## src/rtl/ifetch_unit.sv

```systemverilog
// ---------------------------------------------------------------------------
// ifetch_unit -- instruction fetch stage of the single-issue RV32I core.
//
// Holds the program counter, fetches one 32-bit word at a time over a
// request/acknowledge instruction-memory port and hands {inst, pc, pc_4}
// with a valid flag to decode. Redirects from execute (taken branch, jal,
// jalr) restart fetch at a new address; a fetch already in flight when a
// redirect arrives is allowed to complete and its data is thrown away.
//
// Ports
//   clk, rst          core clock; asynchronous active-high reset
//   imem_req          fetch request (high in REQ and DROP)
//   imem_addr         registered fetch address, stable while imem_req is high
//   imem_ack          completion; imem_rdata is valid in the same cycle
//   imem_rdata        fetched instruction word
//   stall             decode cannot accept; hold the current instruction
//   redirect          one-cycle PC-change request from execute
//   redirect_target   new PC, sampled with redirect
//   inst, pc, pc_4    instruction to decode, its address, address + 4
//   inst_valid        inst/pc/pc_4 are valid for decode
//   fault             sticky misaligned-redirect fault; only rst clears it
//   fsm_state         current fetch FSM state, for observation only
//
// Memory handshake: a request is raised with imem_addr and held, address
// unchanged, until the cycle imem_ack is high; that cycle completes it and
// imem_rdata is taken from that same cycle. A request is never withdrawn,
// and at most one is outstanding.
// ---------------------------------------------------------------------------
module ifetch_unit #(
  parameter logic [31:0] RESET_PC = 32'h0040_0000
) (
  input  logic        clk,
  input  logic        rst,
  output logic        imem_req,
  output logic [31:0] imem_addr,
  input  logic        imem_ack,
  input  logic [31:0] imem_rdata,
  input  logic        stall,
  input  logic        redirect,
  input  logic [31:0] redirect_target,
  output logic [31:0] inst,
  output logic [31:0] pc,
  output logic [31:0] pc_4,
  output logic        inst_valid,
  output logic        fault,
  output logic [2:0]  fsm_state
);

  typedef enum logic [2:0] {
    S_IDLE  = 3'd0,
    S_REQ   = 3'd1,
    S_VALID = 3'd2,
    S_DROP  = 3'd3,
    S_FAULT = 3'd4
  } state_t;

  state_t      state_q;
  logic [31:0] addr_q;
  logic [31:0] inst_q;
  logic [31:0] pc_q;
  logic [31:0] pending_q;   // latest redirect target seen while in DROP
  logic        req_q;
  logic        valid_q;
  logic        fault_q;

  // A redirect is only acted on while fetch is live (REQ, DROP, VALID).
  logic accepting;
  logic bad_redirect;

  always_comb begin
    accepting    = (state_q == S_REQ) || (state_q == S_DROP) ||
                   (state_q == S_VALID);
    bad_redirect = accepting && redirect && (redirect_target[1:0] != 2'b00);
  end

  always_ff @(posedge clk or posedge rst) begin
    if (rst) begin
      state_q   <= S_IDLE;
      addr_q    <= RESET_PC;
      inst_q    <= 32'd0;
      pc_q      <= RESET_PC;
      pending_q <= RESET_PC;
      req_q     <= 1'b0;
      valid_q   <= 1'b0;
      fault_q   <= 1'b0;
    end else if (bad_redirect) begin
      // Misaligned target: park in FAULT with the offending address in pc.
      // Any outstanding request is abandoned; only reset leaves FAULT.
      state_q <= S_FAULT;
      pc_q    <= redirect_target;
      req_q   <= 1'b0;
      valid_q <= 1'b0;
      fault_q <= 1'b1;
    end else begin
      case (state_q)
        S_IDLE: begin
          // Ack is ignored here, which also discards a completion belonging
          // to a request cut off by reset.
          state_q <= S_REQ;
          addr_q  <= RESET_PC;
          req_q   <= 1'b1;
        end

        S_REQ: begin
          if (redirect) begin
            if (imem_ack) begin
              // Old request completes this cycle: drop its data and
              // immediately request the new target.
              addr_q <= redirect_target;
            end else begin
              // Cannot withdraw the request; remember where to go next.
              pending_q <= redirect_target;
              state_q   <= S_DROP;
            end
          end else if (imem_ack) begin
            inst_q  <= imem_rdata;
            pc_q    <= addr_q;
            state_q <= S_VALID;
            req_q   <= 1'b0;
            valid_q <= 1'b1;
          end
        end

        S_DROP: begin
          if (imem_ack) begin
            // Data is discarded. A redirect in the ack cycle is the latest
            // one, so it takes precedence over the stored target.
            addr_q  <= redirect ? redirect_target : pending_q;
            state_q <= S_REQ;
          end else if (redirect) begin
            pending_q <= redirect_target;
          end
        end

        S_VALID: begin
          if (redirect) begin
            addr_q  <= redirect_target;
            state_q <= S_REQ;
            req_q   <= 1'b1;
            valid_q <= 1'b0;
          end else if (!stall) begin
            addr_q  <= pc_q + 32'd4;
            state_q <= S_REQ;
            req_q   <= 1'b1;
            valid_q <= 1'b0;
          end
        end

        S_FAULT: begin
          state_q <= S_FAULT;
        end

        default: begin
          state_q <= S_IDLE;
          req_q   <= 1'b0;
          valid_q <= 1'b0;
        end
      endcase
    end
  end

  always_comb begin
    imem_req   = req_q;
    imem_addr  = addr_q;
    inst       = inst_q;
    pc         = pc_q;
    pc_4       = pc_q + 32'd4;   // carry out discarded: 0xFFFFFFFC -> 0
    inst_valid = valid_q;
    fault      = fault_q;
    fsm_state  = state_q;
  end

endmodule

```

## config.mk

```make
export PLATFORM = sky130hd
export DESIGN_NAME = ifetch_unit
export DESIGN_NICKNAME = d
export VERILOG_FILES = /design/src/rtl/ifetch_unit.sv
export SDC_FILE = /design/constraint.sdc
export NUM_CORES = 1
export LEC_CHECK = 0
export BUFFER_PORTS_ARGS = -buffer_cell sky130_fd_sc_hd__clkbuf_2
export CORE_ASPECT_RATIO = 1.2
export CORE_MARGIN = 5
export CORE_UTILIZATION = 50
export DETAILED_ROUTE_END_ITERATION = 16
export PLACE_DENSITY = 0.77
export SETUP_SLACK_MARGIN = 0.02
export SYNTH_ARGS = -nofsm -noshare
export SYNTH_HDL_FRONTEND = slang
export SYNTH_SLANG_ARGS = --single-unit
```

## constraint.sdc

```tcl
create_clock -name clk -period 5.5 [get_ports clk]
set_clock_uncertainty 0.15 [all_clocks]
set_input_delay 0.55 -clock clk [delete_from_list [all_inputs] [get_ports clk]]
set_output_delay 0.55 -clock clk [all_outputs]
set_load 0.005 [all_outputs]
```

After elaboration in Yosys (flattened, before gate mapping)
Index checks and enable logic that the tools add are counted.
{"block": "word_totals", "ff_bits": 134, "latchBits": 0, "ram_bits": 0, "romBits": 0, "input_bits": 69, "output_inout_bits": 134, "memories": 0}
{"block": "classes", "n_addsub": 1, "n_mul": 0, "n_div": 0, "order_cmp": 0, "n_eq_ne": 19, "shift": 0, "muxes": 35, "bitwise_logic": 2, "n_reduce_logical": 19}
{"operator": "$mux 32", "count": 13}
{"operator": "$pmux 32 s4", "count": 1}
{"operator": "$pmux 32 s2", "count": 1}
{"operator": "$add 32x3->32 const B", "count": 1}
{"operator": "$mux 3", "count": 7}
{"operator": "$reduce_and 4->1", "count": 4}
{"operator": "$pmux 3 s5", "count": 1}
{"operator": "$ne 3x3->1 const B", "count": 4}
{"operator": "$ne 4x4->1 const B", "count": 3}
{"operator": "$mux 1", "count": 10}
{"operator": "$ne 2x2->1 const B", "count": 5}
{"operator": "$reduce_bool 2->1", "count": 4}
{"operator": "$eq 3x2->1 const B", "count": 2}
{"operator": "$ne 2x1->1 const B", "count": 3}
{"operator": "$reduce_and 6->1", "count": 1}
{"operator": "$reduce_and 5->1", "count": 1}
{"operator": "$pmux 1 s4", "count": 1}
{"operator": "$reduce_bool 4->1", "count": 1}
{"operator": "$eq 3x1->1 const B", "count": 1}
{"operator": "$eq 3x3->1 const B", "count": 1}
{"operator": "$logic_not 3->1", "count": 1}
{"operator": "$pmux 1 s3", "count": 1}
{"operator": "$reduce_and 3->1", "count": 1}
{"operator": "$reduce_or 3->1", "count": 1}
{"operator": "other kinds (4)", "count": 7}

Depth between registers and ports, before layout
Gate-level depths: netlist of the first run.
{"block": "logic_depth", "word_depth": 7, "ltp_mapped": 9, "ltp_nobuf": 6}

Worst setup path after synthesis of the first run
OpenSTA, ideal clock, no wires.
{"block": "synth_path", "path_type": "register to output", "startpoint": "register pc_q[3], in the netlist pc[3]", "endpoint": "output port pc_4[30]", "arrival_time_ps": 1902, "required_time_ps": 4800, "setup_slack_ps": 2898, "stages_incl_launch_ff": 7, "path_cell_list": "dfrtp_1 ha_1 nand4_1 or4_4 buf_6 o31a_1 or2_1"}
{"block": "synth_via", "elab_chain_cells": 1}
{"element": "from (decl)", "line_no": "60", "rtl": "logic [31:0] pc_q;"}
{"element": "from (signal assigned)", "line_no": "90", "rtl": "pc_q <= redirect_target;"}
{"element": "from (signal assigned)", "line_no": "117", "rtl": "pc_q <= addr_q;"}
{"element": "$add 32x3->32", "line_no": "167", "rtl": "pc_4 = pc_q + 32'd4;"}
{"element": "to (decl)", "line_no": "43", "rtl": "output logic [31:0] pc_4,"}
Every way passes these cells.

Worst setup path after layout of the first run
{"block": "layout_path", "startpoint": "register pc_q[4], in the netlist pc[4]", "endpoint": "output port pc_4[28]"}
Same word-level chain as after synthesis.

==> metrics.md, run 1 <==
| Metric | Value |
|---|---|
| GR Util All Layers | 25.2% |
| WL final | 21,100 um |
| FF+latch count, synth | 134 |
| Ant diodes | 0 |
| Vert. Die Dim | 142 um |
| Synth area leader | dfrtp_1 |
| GR Overflow Total | 0 |
| Min cycle time layout | 3.62 ns |
| Endpoints failing hold | 0 |
| CTS tree | built |
| Core area | 14,400 um2 |
| Finished Cell Area | 8940 um2 |
| Initial core utilization | 50.6% |
| Largest net degree at the start of global routing | 71 |
| Gpl congestion | 0.896 |
| Clock buffer depth | 2 |
| YS warnings | 0 |
| Top Ports | 203 |
| Crit. End Element | output port |
| Met3 wire len | 1430 um |
| Mapped cell area | 7270 um2 |
| H-tree depth | 4 |
| Cts bufs inserted | 17 |
| Least-Margin Pin Slew | 1.04 ns |
| Initial antenna violation count | 0 |
| Number of enable flip-flop cells after synthesis | 0 |
| Nets | 986 |
| Initial drt markers | 637 |
| Routed met2 length | 10,700 um |
| Post-detail-place hpwl | 14,800 um |
| Layout cells sized above 1 | 34.9% |
| Crit path DAT | 2.92 ns |
| Final worst path period share | 65.7% |
| Yosys top cell area share | 45.1% |
| Cts hold-fix bufs | 0 |
| Synth top cells by count | dfrtp_1 (131), nand2_1 (123), mux2_2 (65) |
| Syn-to-layout area delta | 23.0% |
| Status | completed |
| Via count | 6,466 |
| Register area share after synthesis | 46.2% |
| Synth top area cells | dfrtp_1 (45%), mux2_2 (10%), mux2i_1 (6.5%) |
| Fin. max-slew vios | 0 |
| MaxCap Viol Count | 0 |
| Slowest CP cell | or4_1 |
| Port-buffer cells | 202 |
| Sum Neg Setup Slack | 0 ns |
| Most frequent cell after synthesis | dfrtp_1 |
| Yosys cell types | 62 |
| Clk_lat worst skew | 0.42 ns |
| Total setup buffers inserted after CTS | 0 |
| Mapped Cells | 744 |
| Global-route wire length before repair | 34,100 um |
| CTS sink count | 134 |
| Power Density | 568 nW/um2 |
| Vias/cell | 5.86 |
| Die Wd | 120 um |
| Synth async-reset ratio | 100% |
| Worst Setup Start Kind | flop |
| Worst-path clk slew | 0.06 ns |
| Setup-failing EPs final | 0 |
| Pleak | 4.34 nW |
| RSZ-0062 raised after global routing | no |
| Drt wl/cell | 19.2 um |
| Root Driver | clkbuf_16 |
| CP Class | flop to output port |
| ANT nets after route | 0 |
| Post-route DRC violation count | 0 |
| Critical Path Fanout Max | 11 |
| Crit-path cells | nand4_1, or4_1, o31a_1, or2_1, clkbuf_2 |
| Relative slew slack | 30.6% |
| Data required time of the worst path | 4.80 ns |
| Vias in the first global route | 6,378 |
| Worst path max stage delay | 0.81 ns |
| VDD IR max | 0.239 mV |
| Drt pass-1 iters | 5 |
| Synth Flop Type | dfrtp_1 |
| Post-route met1 wirelength | 8380 um |
| Post-DP Area | 8330 um2 |
| Fmax | 277 MHz |
| Die ar. | 17,100 um2 |
| Syn_nets | 815 |
| Synthesized area per cell | 9.77 um2 |
| Post_cts resized | 0 |
| Uppermost layer routed | met4 |
| FP Rows | 48 |
| Type of the most critical hold path | primary input to async pin |
==> worst paths after layout <==
kind                           startpoint       endpoint  slack [ns]  cells past startpoint
hold / removal                        rst       inst[20]        0.03                      2
min in group clk           imem_rdata[14]       inst[14]        0.21                      2
hold reg to reg              pending_q[1]   pending_q[1]        0.34                      1
max in group asynchronous             rst  pending_q[13]        3.81                      3
setup / recovery                    pc[4]       pc_4[28]        1.88                      5
setup reg to reg             fsm_state[1]  imem_addr[10]        2.28                      8
==> layout make-up <==
class	count	area, um2
repair buffers	214	1100
multi-input cells	533	3590
clock inverters	15	181
clock buffers	17	425
flip-flops and latches	134	3360
well taps	175	219
inverters	15	61.3
fillers	1232	5420
==> critical path: cells and delay by family (launching register included) <==
| kind | cells | cell delay, ns |
|---|---|---|
| buf+inv | 1 | 0.12 |
| compound gates | 1 | 0.37 |
| simple gates | 3 | 1.50 |
| flops | 1 | 0.49 |
==> per-stage QoR <==
step	setup WS (ns)	cells	utilization [%]	hold WS (ns)	power [W]
global route	1.71	1103	62.3	0.0935	0.00542
detailed placement	2.07	1071	58.0	0.324	0.00393
floorplan	1.22	744	-	0.304	0.00305
finish	1.88	1103	62.3	0.0326	0.00508
CTS	1.91	1103	62.3	0.0625	0.00511
global placement	2.21	1071	58.0	0.305	0.00386
==> power by group <==
part           leakage (nW)  internal (W)  switching, W
Clock                 0.281      0.000714      0.000452
Combinational          2.41      0.000955       0.00104
Sequential             1.65       0.00145      0.000470
Total                  4.34       0.00311       0.00197
==> kinds of logic (layout without fill, tap and decap cells) <==
family | Yosys count | after routing | synth area share, %
AND/OR/NAND/NOR | 239 | 239 | 15.5
AO/OA/AOI/OAI | 156 | 156 | 13.8
flip-flops | 134 | 134 | 46.2
multiplexers | 114 | 114 | 16.9
buffers and inverters | 77 | 261 | 4.55
XOR/XNOR | 22 | 22 | 2.76
adder cells (fa/ha/maj) | 2 | 2 | 0.344
==> placed cells by master (no fill, tap or decap), types with 3 or more instances in the layout <==
master / instances
and2_1: 4
or2_1: 5
and3_1: 3
xor2_1: 12
dfstp_2: 3
dfrtp_1: 131
nand3_1: 9
o21ai_1: 4
clkbuf_16: 17
a31oi_1: 5
o22ai_1: 11
bufinv_16: 3
nor2_1: 27
nand4_1: 15
nor3_1: 14
a22oi_1: 5
o21ai_0: 59
o31ai_1: 5
clkinvlp_4: 5
nand2b_1: 11
buf_4: 12
nand2_1: 123
o31a_1: 5
a221o_1: 7
clkbuf_2: 202
a221oi_1: 3
a21o_1: 3
nor2b_1: 3
clkinv_4: 4
inv_1: 14
a21oi_1: 22
xnor2_1: 9
mux2i_1: 47
a32oi_1: 4
nor4_1: 11
mux2_2: 65
o211ai_1: 8
==> sequential cells by signal, summed over array words and instances (netlist names) <==
| register | flops |
|---|---|
| fault | 1 |
| fsm_state | 3 |
| imem_addr | 32 |
| imem_req | 1 |
| inst | 32 |
| inst_valid | 1 |
| pc | 32 |
| pending_q | 32 |
==> routing by layer <==
metal	GRT usage (%)	up-vias
met4	10.3	0
met3	5.13	52
met1	31.2	3157
met5	0	-
li1	-	3001
met2	43.3	256
(Power assumes the default switching activity.)
==> run 2, diff against run 1 <==
Clock period 5.5 ns to 3.7 ns, I/O delays scaled along.
==> run 2 against run 1 <==
Net effect:
- sequential share of layout area is 0.45 points lower
- clock power rose by 61%
- sequential cell count unchanged
- routed wire length up 4.0%
- worst hold slack lost 0.011 ns
- final cell count rose by 0.54%
- global-route usage grew 0.78 points
- largest power group unchanged
- critical path type unchanged
- first-iteration DRC count rose by 4.7%
- die area did not move
- combinational power grew 55%
==> metrics.md, run 2 (synthesis results as in run 1) <==
| Metric | Value |
|---|---|
| Status | completed |
| Nets | 992 |
| Via count | 6,646 |
| Total setup buffers inserted after CTS | 0 |
| Power Density | 862 nW/um2 |
| Die ar. | 17,100 um2 |
| Worst Setup Start Kind | flop |
| Core area | 14,400 um2 |
| Final core occ | 63.0% |
| Clock buffer depth | 2 |
| Data required time of the worst path | 3.18 ns |
| VDD IR max | 0.379 mV |
| Critical Path Fanout Max | 11 |
| Worst-path clk slew | 0.06 ns |
| Hold path depth | 2 |
| H-tree depth | 4 |
| Min-Delay Startpoint | imem_rdata[4] |
| RSZ-0062 raised after global routing | no |
| Largest net degree at the start of global routing | 124 |
| Cts bufs inserted | 17 |
| GR Util All Layers | 26.0% |
| Fin. max-slew vios | 0 |
| Final worst path period share | 90.5% |
| Setup-failing EPs final | 0 |
| Crit. End Element | output port |
| Initial core utilization | 50.6% |
| Global-route wire length before repair | 34,900 um |
| Endpoints failing hold | 0 |
| Pleak | 4.40 nW |
| Ant diodes | 0 |
| Relative slew slack | 35.9% |
| Vert. Die Dim | 142 um |
| Vias in the first global route | 6,447 |
| CP Class | flop to output port |
| WL final | 22,000 um |
| Min cycle time layout | 3.35 ns |
| Die Wd | 120 um |
| Sum Neg Setup Slack | 0 ns |
| ANT nets after route | 0 |
| Gpl congestion | 0.857 |
| Most frequent cells in the layout | clkbuf_2 (202), dfrtp_1 (131), nand2_1 (123) |
| Clk_lat worst skew | 0.43 ns |
| Reg2Reg Launch Point | fsm_state[1] |
| MaxCap Viol Count | 0 |
| Syn-to-layout area delta | 24.5% |
| Root Driver | clkbuf_16 |
| Post-route DRC violation count | 0 |
| Commonest non-fill, non-tap cell in the layout | clkbuf_2 |
| Least-Margin Pin Slew | 0.959 ns |
| Initial drt markers | 667 |
| FP Rows | 48 |
| CTS tree | built |
| Layout cells sized above 1 | 35.1% |
| CTS sink count | 134 |
| Vias/cell | 5.99 |
| Post-detail-place hpwl | 15,100 um |
| GR Overflow Total | 0 |
| Drt pass-1 iters | 5 |
| Initial antenna violation count | 1 |
| Fmax | 299 MHz |
| Worst Hold End | inst[4] |
| FF-to-FF path depth | 6 |
| Critical R2R Capture | imem_addr[9] |
| Top Ports | 203 |
| Port-buffer cells | 202 |
| Crit path DAT | 2.83 ns |
| Total power | 0.00780 W |
| Type of the most critical hold path | primary input to flop |
| Flop-to-flop setup slack | 0.88 ns |
| Drt wl/cell | 19.8 um |
run 2: final cells by class:
| type | count | area, um2 |
|---|---|---|
| tap | 175 | 219 |
| clock inverter | 12 | 200 |
| multi-input combinational | 533 | 3590 |
| timing repair buffer | 220 | 1160 |
| fill | 1196 | 5310 |
| clock buffer | 20 | 457 |
| inverter | 15 | 60.1 |
| sequential | 134 | 3360 |
run 2: worst max-delay path by stage:
stage                     start  endpoint  slack, ns  cells after the start
after floorplan           pc[3]  pc_4[30]       1.28                      6
after global placement    pc[4]  pc_4[28]       0.88                      5
after detailed placement  pc[4]  pc_4[28]       0.84                      5
after CTS                 pc[4]  pc_4[28]       0.38                      5
after global routing      pc[4]  pc_4[25]       0.13                      6
final                     pc[4]  pc_4[28]       0.35                      5
run 2: through the flow:
step	cell area (um2)	hold slack, ns	setup WS [ns]	instances
after floorplan	7270	0.304	1.28	744
after global placement	8380	0.178	0.880	1076
after detailed placement	8380	0.180	0.835	1076
after CTS	9050	0.0114	0.385	1109
after global routing	9050	0.0114	0.127	1109
final	9050	0.0218	0.352	1109
run 2: timing repair:
item                      4_1_cts  5_1_grt
hold buffers                    1        0
hold endpoints to repair       11        0
gates resized for setup         0        0
run 2: layer usage:
metal | part of all wire [%] | vias to the layer above | track usage, %
met2 | 50 | 295 | 43.5
met3 | 7.3 | 57 | 6.56
met1 | 39 | 3275 | 31.9
met5 | 0.050 | - | 0
li1 | - | 3017 | -
met4 | 3.5 | 2 | 11.3
run 2: power by group:
part           total, W  internal [W]  switching (W)
logic           0.00311       0.00145        0.00166
clock network   0.00188       0.00123       0.000646
registers       0.00281       0.00215       0.000661
run 2: critical path: stages (launching register included):
cell	delay, ns
dfrtp_1	0.47
nand4_1	0.42
or4_1	0.79
o31a_1	0.37
or2_1	0.23
clkbuf_2	0.12
